===== src/rtl/bsa_op_sequencer.sv =====
// -----------------------------------------------------------------------------
// bsa_op_sequencer
//
// Upstream controller for the 4-bit bit-serial adder. Operand pairs arrive on a
// valid/ready stream and are buffered in a small circular FIFO. Each pair is
// issued to the adder with a one-cycle load+start pulse. The sequencer then
// waits for the adder's done pulse, bounded by a timeout, and presents the
// registered sum plus overflow and error flags on a valid/ready result stream.
// Only one addition is in flight at a time.
//
// Parameters
//   FIFO_DEPTH : operand FIFO entries (power of two, >= 2)
//   TIMEOUT    : cycles spent in WAIT without add_done before abort (1..15)
//
// Ports
//   clk, rst_n            : clock, asynchronous active-low reset
//   in_valid/in_ready     : operand stream handshake (in_ready = FIFO not full)
//   in_a, in_b            : 4-bit operands
//   add_load, add_start   : one-cycle strobes to the adder
//   add_a, add_b          : operands held for the adder during the operation
//   add_sum, add_done     : adder result, valid in the add_done cycle
//   out_valid/out_ready   : result stream handshake
//   out_sum               : sum as received from the adder (0 on timeout)
//   out_ovf               : carry out of the issued operands
//   out_err               : timeout abort flag
//   busy                  : operation in progress or operands queued
// -----------------------------------------------------------------------------
module bsa_op_sequencer #(
  parameter int FIFO_DEPTH = 2,
  parameter int TIMEOUT    = 15
) (
  input  logic       clk,
  input  logic       rst_n,
  input  logic       in_valid,
  output logic       in_ready,
  input  logic [3:0] in_a,
  input  logic [3:0] in_b,
  output logic       add_load,
  output logic       add_start,
  output logic [3:0] add_a,
  output logic [3:0] add_b,
  input  logic [3:0] add_sum,
  input  logic       add_done,
  output logic       out_valid,
  input  logic       out_ready,
  output logic [3:0] out_sum,
  output logic       out_ovf,
  output logic       out_err,
  output logic       busy
);

  localparam int PTR_W = $clog2(FIFO_DEPTH);
  localparam int CNT_W = $clog2(FIFO_DEPTH) + 1;
  localparam logic [CNT_W-1:0] FULL_CNT = CNT_W'(FIFO_DEPTH);
  localparam logic [CNT_W-1:0] CNT_ONE  = CNT_W'(1);
  localparam logic [PTR_W-1:0] PTR_ONE  = PTR_W'(1);
  localparam logic [3:0]       TO_LAST  = 4'(TIMEOUT - 1);

  typedef enum logic [1:0] {
    ST_IDLE  = 2'd0,
    ST_ISSUE = 2'd1,
    ST_WAIT  = 2'd2,
    ST_HOLD  = 2'd3
  } state_t;

  state_t           state_r;
  logic [7:0]       fifo_mem_r [FIFO_DEPTH];
  logic [PTR_W-1:0] wr_ptr_r;
  logic [PTR_W-1:0] rd_ptr_r;
  logic [CNT_W-1:0] count_r;
  logic [3:0]       ia_r;
  logic [3:0]       ib_r;
  logic [3:0]       tmo_cnt_r;
  logic             add_load_r;
  logic             add_start_r;
  logic             out_valid_r;
  logic [3:0]       out_sum_r;
  logic             out_ovf_r;
  logic             out_err_r;

  logic             push_s;
  logic             pop_s;
  logic             fifo_nonempty_s;
  logic [7:0]       fifo_head_s;
  logic [4:0]       issue_sum_s;

  // Full/empty are derived from the registered count only, so a pop in the
  // same cycle never admits a push into a full FIFO.
  assign in_ready        = (count_r != FULL_CNT);
  assign fifo_nonempty_s = (count_r != {CNT_W{1'b0}});
  assign push_s          = in_valid && in_ready;
  assign pop_s           = (state_r == ST_IDLE) && fifo_nonempty_s;
  assign fifo_head_s     = fifo_mem_r[rd_ptr_r];

  // Overflow is the carry of the issued operands, independent of add_sum.
  assign issue_sum_s = {1'b0, ia_r} + {1'b0, ib_r};

  assign add_load  = add_load_r;
  assign add_start = add_start_r;
  assign add_a     = ia_r;
  assign add_b     = ib_r;
  assign out_valid = out_valid_r;
  assign out_sum   = out_sum_r;
  assign out_ovf   = out_ovf_r;
  assign out_err   = out_err_r;
  assign busy      = (state_r != ST_IDLE) || fifo_nonempty_s;

  // Operand FIFO storage, wrapping pointers and occupancy count.
  always_ff @(posedge clk or negedge rst_n) begin
    if (!rst_n) begin
      for (int i = 0; i < FIFO_DEPTH; i++) begin
        fifo_mem_r[i] <= 8'd0;
      end
      wr_ptr_r <= {PTR_W{1'b0}};
      rd_ptr_r <= {PTR_W{1'b0}};
      count_r  <= {CNT_W{1'b0}};
    end else begin
      if (push_s) begin
        fifo_mem_r[wr_ptr_r] <= {in_a, in_b};
        wr_ptr_r             <= wr_ptr_r + PTR_ONE;
      end
      if (pop_s) begin
        rd_ptr_r <= rd_ptr_r + PTR_ONE;
      end
      case ({push_s, pop_s})
        2'b10:   count_r <= count_r + CNT_ONE;
        2'b01:   count_r <= count_r - CNT_ONE;
        default: count_r <= count_r;
      endcase
    end
  end

  // Issue/wait/hold sequencing with registered adder strobes and results.
  always_ff @(posedge clk or negedge rst_n) begin
    if (!rst_n) begin
      state_r     <= ST_IDLE;
      ia_r        <= 4'd0;
      ib_r        <= 4'd0;
      tmo_cnt_r   <= 4'd0;
      add_load_r  <= 1'b0;
      add_start_r <= 1'b0;
      out_valid_r <= 1'b0;
      out_sum_r   <= 4'd0;
      out_ovf_r   <= 1'b0;
      out_err_r   <= 1'b0;
    end else begin
      case (state_r)
        ST_IDLE: begin
          if (fifo_nonempty_s) begin
            // Strobes are set here so they are high for exactly the ISSUE cycle.
            ia_r        <= fifo_head_s[7:4];
            ib_r        <= fifo_head_s[3:0];
            add_load_r  <= 1'b1;
            add_start_r <= 1'b1;
            state_r     <= ST_ISSUE;
          end else begin
            state_r <= ST_IDLE;
          end
        end
        ST_ISSUE: begin
          add_load_r  <= 1'b0;
          add_start_r <= 1'b0;
          tmo_cnt_r   <= 4'd0;
          state_r     <= ST_WAIT;
        end
        ST_WAIT: begin
          tmo_cnt_r <= tmo_cnt_r + 4'd1;
          if (add_done) begin
            out_sum_r   <= add_sum;
            out_ovf_r   <= issue_sum_s[4];
            out_err_r   <= 1'b0;
            out_valid_r <= 1'b1;
            state_r     <= ST_HOLD;
          end else if (tmo_cnt_r == TO_LAST) begin
            out_sum_r   <= 4'd0;
            out_ovf_r   <= 1'b0;
            out_err_r   <= 1'b1;
            out_valid_r <= 1'b1;
            state_r     <= ST_HOLD;
          end else begin
            state_r <= ST_WAIT;
          end
        end
        ST_HOLD: begin
          if (out_valid_r && out_ready) begin
            out_valid_r <= 1'b0;
            state_r     <= ST_IDLE;
          end else begin
            state_r <= ST_HOLD;
          end
        end
        default: begin
          add_load_r  <= 1'b0;
          add_start_r <= 1'b0;
          out_valid_r <= 1'b0;
          state_r     <= ST_IDLE;
        end
      endcase
    end
  end

endmodule


===== config.mk =====
export PLATFORM = sky130hd
export DESIGN_NAME = bsa_op_sequencer
export DESIGN_NICKNAME = d
export VERILOG_FILES = /design/src/rtl/bsa_op_sequencer.sv
export SDC_FILE = /design/constraint.sdc
export NUM_CORES = 1
export LEC_CHECK = 0
export BUFFER_PORTS_ARGS = -buffer_cell sky130_fd_sc_hd__buf_2
export CORE_MARGIN = 10
export CORE_UTILIZATION = 40
export CTS_BUF_LIST = sky130_fd_sc_hd__clkbuf_4
export DETAILED_ROUTE_END_ITERATION = 8
export GPL_TIMING_DRIVEN = 0
export PLACE_DENSITY = 0.61
export SLEW_MARGIN = 40
export SYNTH_ARGS = -nofsm -noshare
export SYNTH_HDL_FRONTEND = slang
export SYNTH_SLANG_ARGS = --single-unit

===== constraint.sdc =====
create_clock -name clk -period 1.86 [get_ports clk]
set_input_delay 0 -clock clk [delete_from_list [all_inputs] [get_ports clk]]
set_output_delay 0 -clock clk [all_outputs]
set_load 0.05 [all_outputs]

### After elaboration in Yosys (flattened, before gate mapping)

Index checks and enable logic that the tools add are counted.

* bits of input ports: 17
* logic and storage cells: 76
* output and inout bits: 19
* register bits: 42

* $add $sub $neg: 6
* reduce and logical (&&, ||, !) cells: 17
* bitwise gates (word level): 2
* multiplexer cells: 24
* equal/unequal tests: 10
* magnitude comparators: 3

Operator list (number)
* two-way mux 8 bit: 4
* bitwise mux 16 bit: 1
* nonzero test 2 bit: 7
* two-way mux 1 bit: 10
* demux 8 bit (select 1 bit): 1
* two-way mux 4 bit: 2
* case mux 2 bit (4 select lines): 1
* case mux 4 bit (2 select lines): 1
* equality test 2 bit (second input constant): 3
* != test 2 bit (second input constant): 3
* AND reduction 2 bit: 3
* adder 4 x 4 -> 5 bit: 1
* adder 4 x 1 -> 4 bit (second input constant): 1
* equality test 2 x 1 -> 1 bit (second input constant): 2
* equality test 4 bit (second input constant): 1
* greater-or-equal comparator 2 bit (second input constant): 2
* logical AND 1 bit: 4
* NOT 1 -> 2 bit: 2
* case mux 1 bit (2 select lines): 2
* case mux 2 bit (2 select lines): 1
* != test 3 bit (second input constant): 1
* AND reduction 3 bit: 1
* adder 1 bit (second input constant): 2
* adder 2 x 1 -> 2 bit (second input constant): 1
* other kinds (5): 5

### Logic depth before layout (Yosys ltp)

* depth in word-level cells: 6
* gate-level depth with buffers: 8
* depth with buffers taken out: 8

### Worst setup path before layout

OpenSTA, ideal clock, no wires.

* path type: register to register
* start point: register state_r[1]
* end point: register count_r[1]
* period minus slack after synthesis: 1.578 ns
* stages on the path, launching flop included: 8
* setup time: 0.079 ns
* setup slack: 0.282 ns
* arrival: 1.499 ns
* data required time: 1.781 ns
* buffers on the path: 0
* cells stage by stage: dfrtp_1 -> inv_1 -> ha_1 -> o21ai_1 -> inv_1 -> ha_1 -> nor2_1 -> xor2_1

* cells in the longest elaborated chain, start to end: 4
* elaborated cells between the ends (all ways): 6
* classes of those cells: 2 x eq/ne; 1 x mux; 3 x reduce/logical

Ends and longest elaborated chain
* start: declaration: line 66 `state_t state_r;`
* start signal: assignment: line 136 `state_r <= ST_IDLE;`
* start signal: assignment: line 155 `state_r <= ST_ISSUE;`
* start signal: assignment: line 157 `state_r <= ST_IDLE;`
* zero test 2 bit (*): line 92 `assign pop_s = (state_r == ST_IDLE) && fifo_nonempty_s;`
* logical AND 1 bit (*): line 92
* via pop_s: line 82 `logic pop_s;`
* equality test 2 x 1 -> 1 bit / equality test 2 bit (equally long branches): line 125 `case ({push_s, pop_s})`
* case mux 2 bit (2 select lines) / nonzero test 2 bit (equally long branches)
* end signal: assignment: line 126 `2'b10: count_r <= count_r + CNT_ONE;`
* end signal: assignment: line 127 `2'b01: count_r <= count_r - CNT_ONE;`
* end signal: assignment: line 128 `default: count_r <= count_r;`
* end: declaration: line 70 `logic [CNT_W-1:0] count_r;`

The timed path passes the listed nets; every way through them passes the cells marked *.
A chain may end at the register's enable or synchronous reset.

### Final worst setup path

* start point: register state_r[0]
* end point: register count_r[1]

Same word-level chain as after synthesis.

==> flow_summary.toml <==
[global_route]
first_global_vias = 1545
antenna_found_initial = 0
grt_pass1_wl_um = 7155
gr-total-overflow = 0
grt.total_usage = 0.1061
grt_max_degree = 43

[finish]
nNetsFinal = 243
post-route-util = 0.5152
final_layout_size_suffix_gt1_frac = 0.3009
n_antenna_cell = 0
fill_cells = 447
area_growth_pct = 24.76
fin_area_um2 = 2434

[setup_path]
worstPathMaxFanout = 9
cp_top_family = "adder cells"
cp.arrival_ps = 1980
critPathKind = "register to register"
cpPeakStageDelay_ps = 400
cp-start-kind = "register"
end_kind = "register"
path_cells = "inv_1, ha_1, o21ai_4, inv_1, ha_1, xnor2_1, nor2_1, xor2_1"
required_ps = 2130
cp.buffers_inverters = 2
cp_slowest_cell = "dfrtp_1"

[pwr]
leakagePower_nw = 1.211
peakVddDrop_v = 0.0006631
power.density_nw_per_um2 = 1824

[drt]
firstDrtPassIters = 4
routed_via_density = 4.873
ant_nets = 0
first_iter_violations = 88
vias = 1379
wl_um = 4121
drc = 0
wire_per_inst_um = 14.56

[timing]
setup_viol = 0
slew_headroom = 0.6465
fin_crit_ps = 1710
fmax_ghz = 0.5849
finalHoldViolCount = 0
finalCritPeriodShare = 0.9192
skew_ps = 14.19
fin_tns_setup_ps = 0
slew_violations = 0
tightest_slew_ps = 530.3
grt_setup_unrepaired = "no"

[clocking]
root_buffer = "clkbuf_4"
clock-sinks = 42
post_cts_buffers = 0
numCtsBuffers = 5
htreeDepth = 2
clkTransAtPathRegs_ps = 120
clkLatencyLatePin_ps = 350
clk_path_buf_depth = 2
tritoncts = "done"

[synthesis]
synth_ff_type = "dfrtp_1"
post_synth_instance_area_um2 = 1951
yosysUniqueCellTypes = 35
syn_avg_cell_area_um2 = 12.42
yosys_register_bits = 42
synth_area_leaders = "dfrtp_1 (54%), ha_1 (7.1%), mux2_4 (6.2%), mux2i_1 (4.6%), mux2_2 (4.6%)"
synth_top_area_share = 0.5388
synth_cells = 157
yosys_warnings = 0
synth_edf_count = 0
synthArstFlopShare = 1.000
mappedNetlistNets = 185
synth_seq_area_share = 0.5388
yosysTopAreaCell = "dfrtp_1"

[outcome]
status = "complete, no violations"

[floorplanning]
dieArea_um2 = 8069
die_x_um = 89.83
coreArea_um2 = 4723
io_pins = 36
start_util = 0.4130
die_height_um = 89.83
num_rows = 25

[placed_design]
placed_area_um2 = 2212
place_congestion = 0.7665
dpl.hpwl_um = 2988
portBuffers = 35

[flow_run]
cap_violations = 0

[worst_hold_path]
min_path_type = "input pin to asynchronous set/reset pin"
[sequential cells by signal, indices dropped and copies added, names as in the netlist]
name        count
fifo_mem_r     16
add_a           4
add_b           4
out_sum         4
tmo_cnt_r       4
count_r         2
state_r         2
add_start       1
out_err         1
out_ovf         1
out_valid       1
rd_ptr_r        1
wr_ptr_r        1
[worst register-to-register path, stage by stage (launching register included)]
cell     delay, ps
dfrtp_1        400
inv_1          100
ha_1           260
o21ai_4        130
inv_1          110
ha_1           210
xnor2_1        130
nor2_1         130
xor2_1         160
[synthesized netlist by cell type, types with 2 or more instances]
cell / instances
dfrtp_1: 42
o21ai_0: 16
nand2_1: 13
ha_1: 11
mux2i_1: 9
mux2_2: 8
mux2_4: 8
inv_1: 6
and3_1: 4
xnor2_1: 4
a21o_1: 3
a21oi_1: 3
nand3_1: 3
nor2_1: 3
a31oi_1: 2
buf_4: 2
o2bb2ai_1: 2
[layout by cell type, fill, tap and decap left out, types with 2 or more instances in the layout]
cell | synthesis | layout
and3_1 | 4 | 4
o2bb2ai_1 | 2 | 2
xnor2_1 | 4 | 4
ha_1 | 11 | 11
buf_4 | 2 | 3
a31oi_1 | 2 | 2
buf_2 | 0 | 34
o21ai_0 | 16 | 16
nand3_1 | 3 | 3
nand2_1 | 13 | 13
clkinv_1 | 0 | 3
mux2_2 | 8 | 8
clkbuf_2 | 1 | 2
clkbuf_4 | 0 | 5
dfrtp_1 | 42 | 42
nor2_1 | 3 | 3
inv_1 | 6 | 6
dlygate4sd3_1 | 0 | 16
mux2i_1 | 9 | 9
a21oi_1 | 3 | 3
a21o_1 | 3 | 3
mux2_4 | 8 | 8
[final cells by class]
type                       instances  area (µm²)  share of cell area
buffer                             5       36.28             0.01491
clock buffer                       5       37.54             0.01542
clock inverter                     3       11.26            0.004627
inverter                           6       22.52            0.009255
multi-input combinational        104       853.3              0.3506
sequential                        42        1051              0.4319
tap                               67       83.83             0.03445
timing repair buffer              51       337.8              0.1388
[where the power goes]
| part | internal, mW | leakage, nW | switching [mW] | total (mW) |
|---|---|---|---|---|
| Combinational | 0.905 | 0.671 | 1.45 | 2.36 |
| Clock | 0.135 | 0.0277 | 0.282 | 0.417 |
| Sequential | 1.35 | 0.511 | 0.318 | 1.66 |
| Total | 2.39 | 1.21 | 2.05 | 4.44 |
[repair_timing]
action / in CTS / in global routing
resized for setup: 1 / 3
endpoints found under the setup margin: 1 / 2
pin swaps: 0 / 0
hold buffers: 16 / 0
hold endpoints to repair: 65 / 0
[worst paths after layout]
path,start,to,slack [ps],cells past startpoint
max,state_r[0],count_r[1],150,8
min,rst_n,out_sum[1],150,2
max reg2reg,state_r[0],count_r[1],150,8
min reg2reg,out_sum[0],out_sum[0],490,1
max in group asynchronous,rst_n,count_r[0],1330,2
min in group clk,add_sum[3],out_sum[3],410,4
[metrics by stage]
step | worst slack [ps] | instances | hold WS, ps | power (mW)
detailed placement | -62.30 | 259 | 19.96 | 4.006
finish | 150.2 | 283 | 147.9 | 4.439
global placement | 28.29 | 259 | 167.5 | 3.916
floorplan | 281.6 | 157 | -295.6 | 3.434
global route | 15.62 | 283 | 200.9 | 4.774
CTS | 96.99 | 283 | 169.2 | 4.472
[layer usage]
layer | GRT usage | share of wire | vias to the layer above
met2 | 0.1737 | 0.47 | 34
met1 | 0.1220 | 0.46 | 670
met5 | 0 | 0 | -
li1 | - | - | 671
met3 | 0.03990 | 0.051 | 4
met4 | 0.04178 | 0.012 | 0
[logic make-up (layout without fill, tap and decap cells)]
group | after synthesis | after routing | synth area share
AOI/OAI and AO/OA | 33 | 33 | 0.1033
xor gates and xnor gates | 5 | 5 | 0.02245
adders and majority gates | 11 | 11 | 0.07056
buffers and inverters | 11 | 70 | 0.02950
DFF | 42 | 42 | 0.5388
muxes | 25 | 25 | 0.1540
and+or+nand+nor | 30 | 30 | 0.08147
Power figures use the tool's default switching activity.
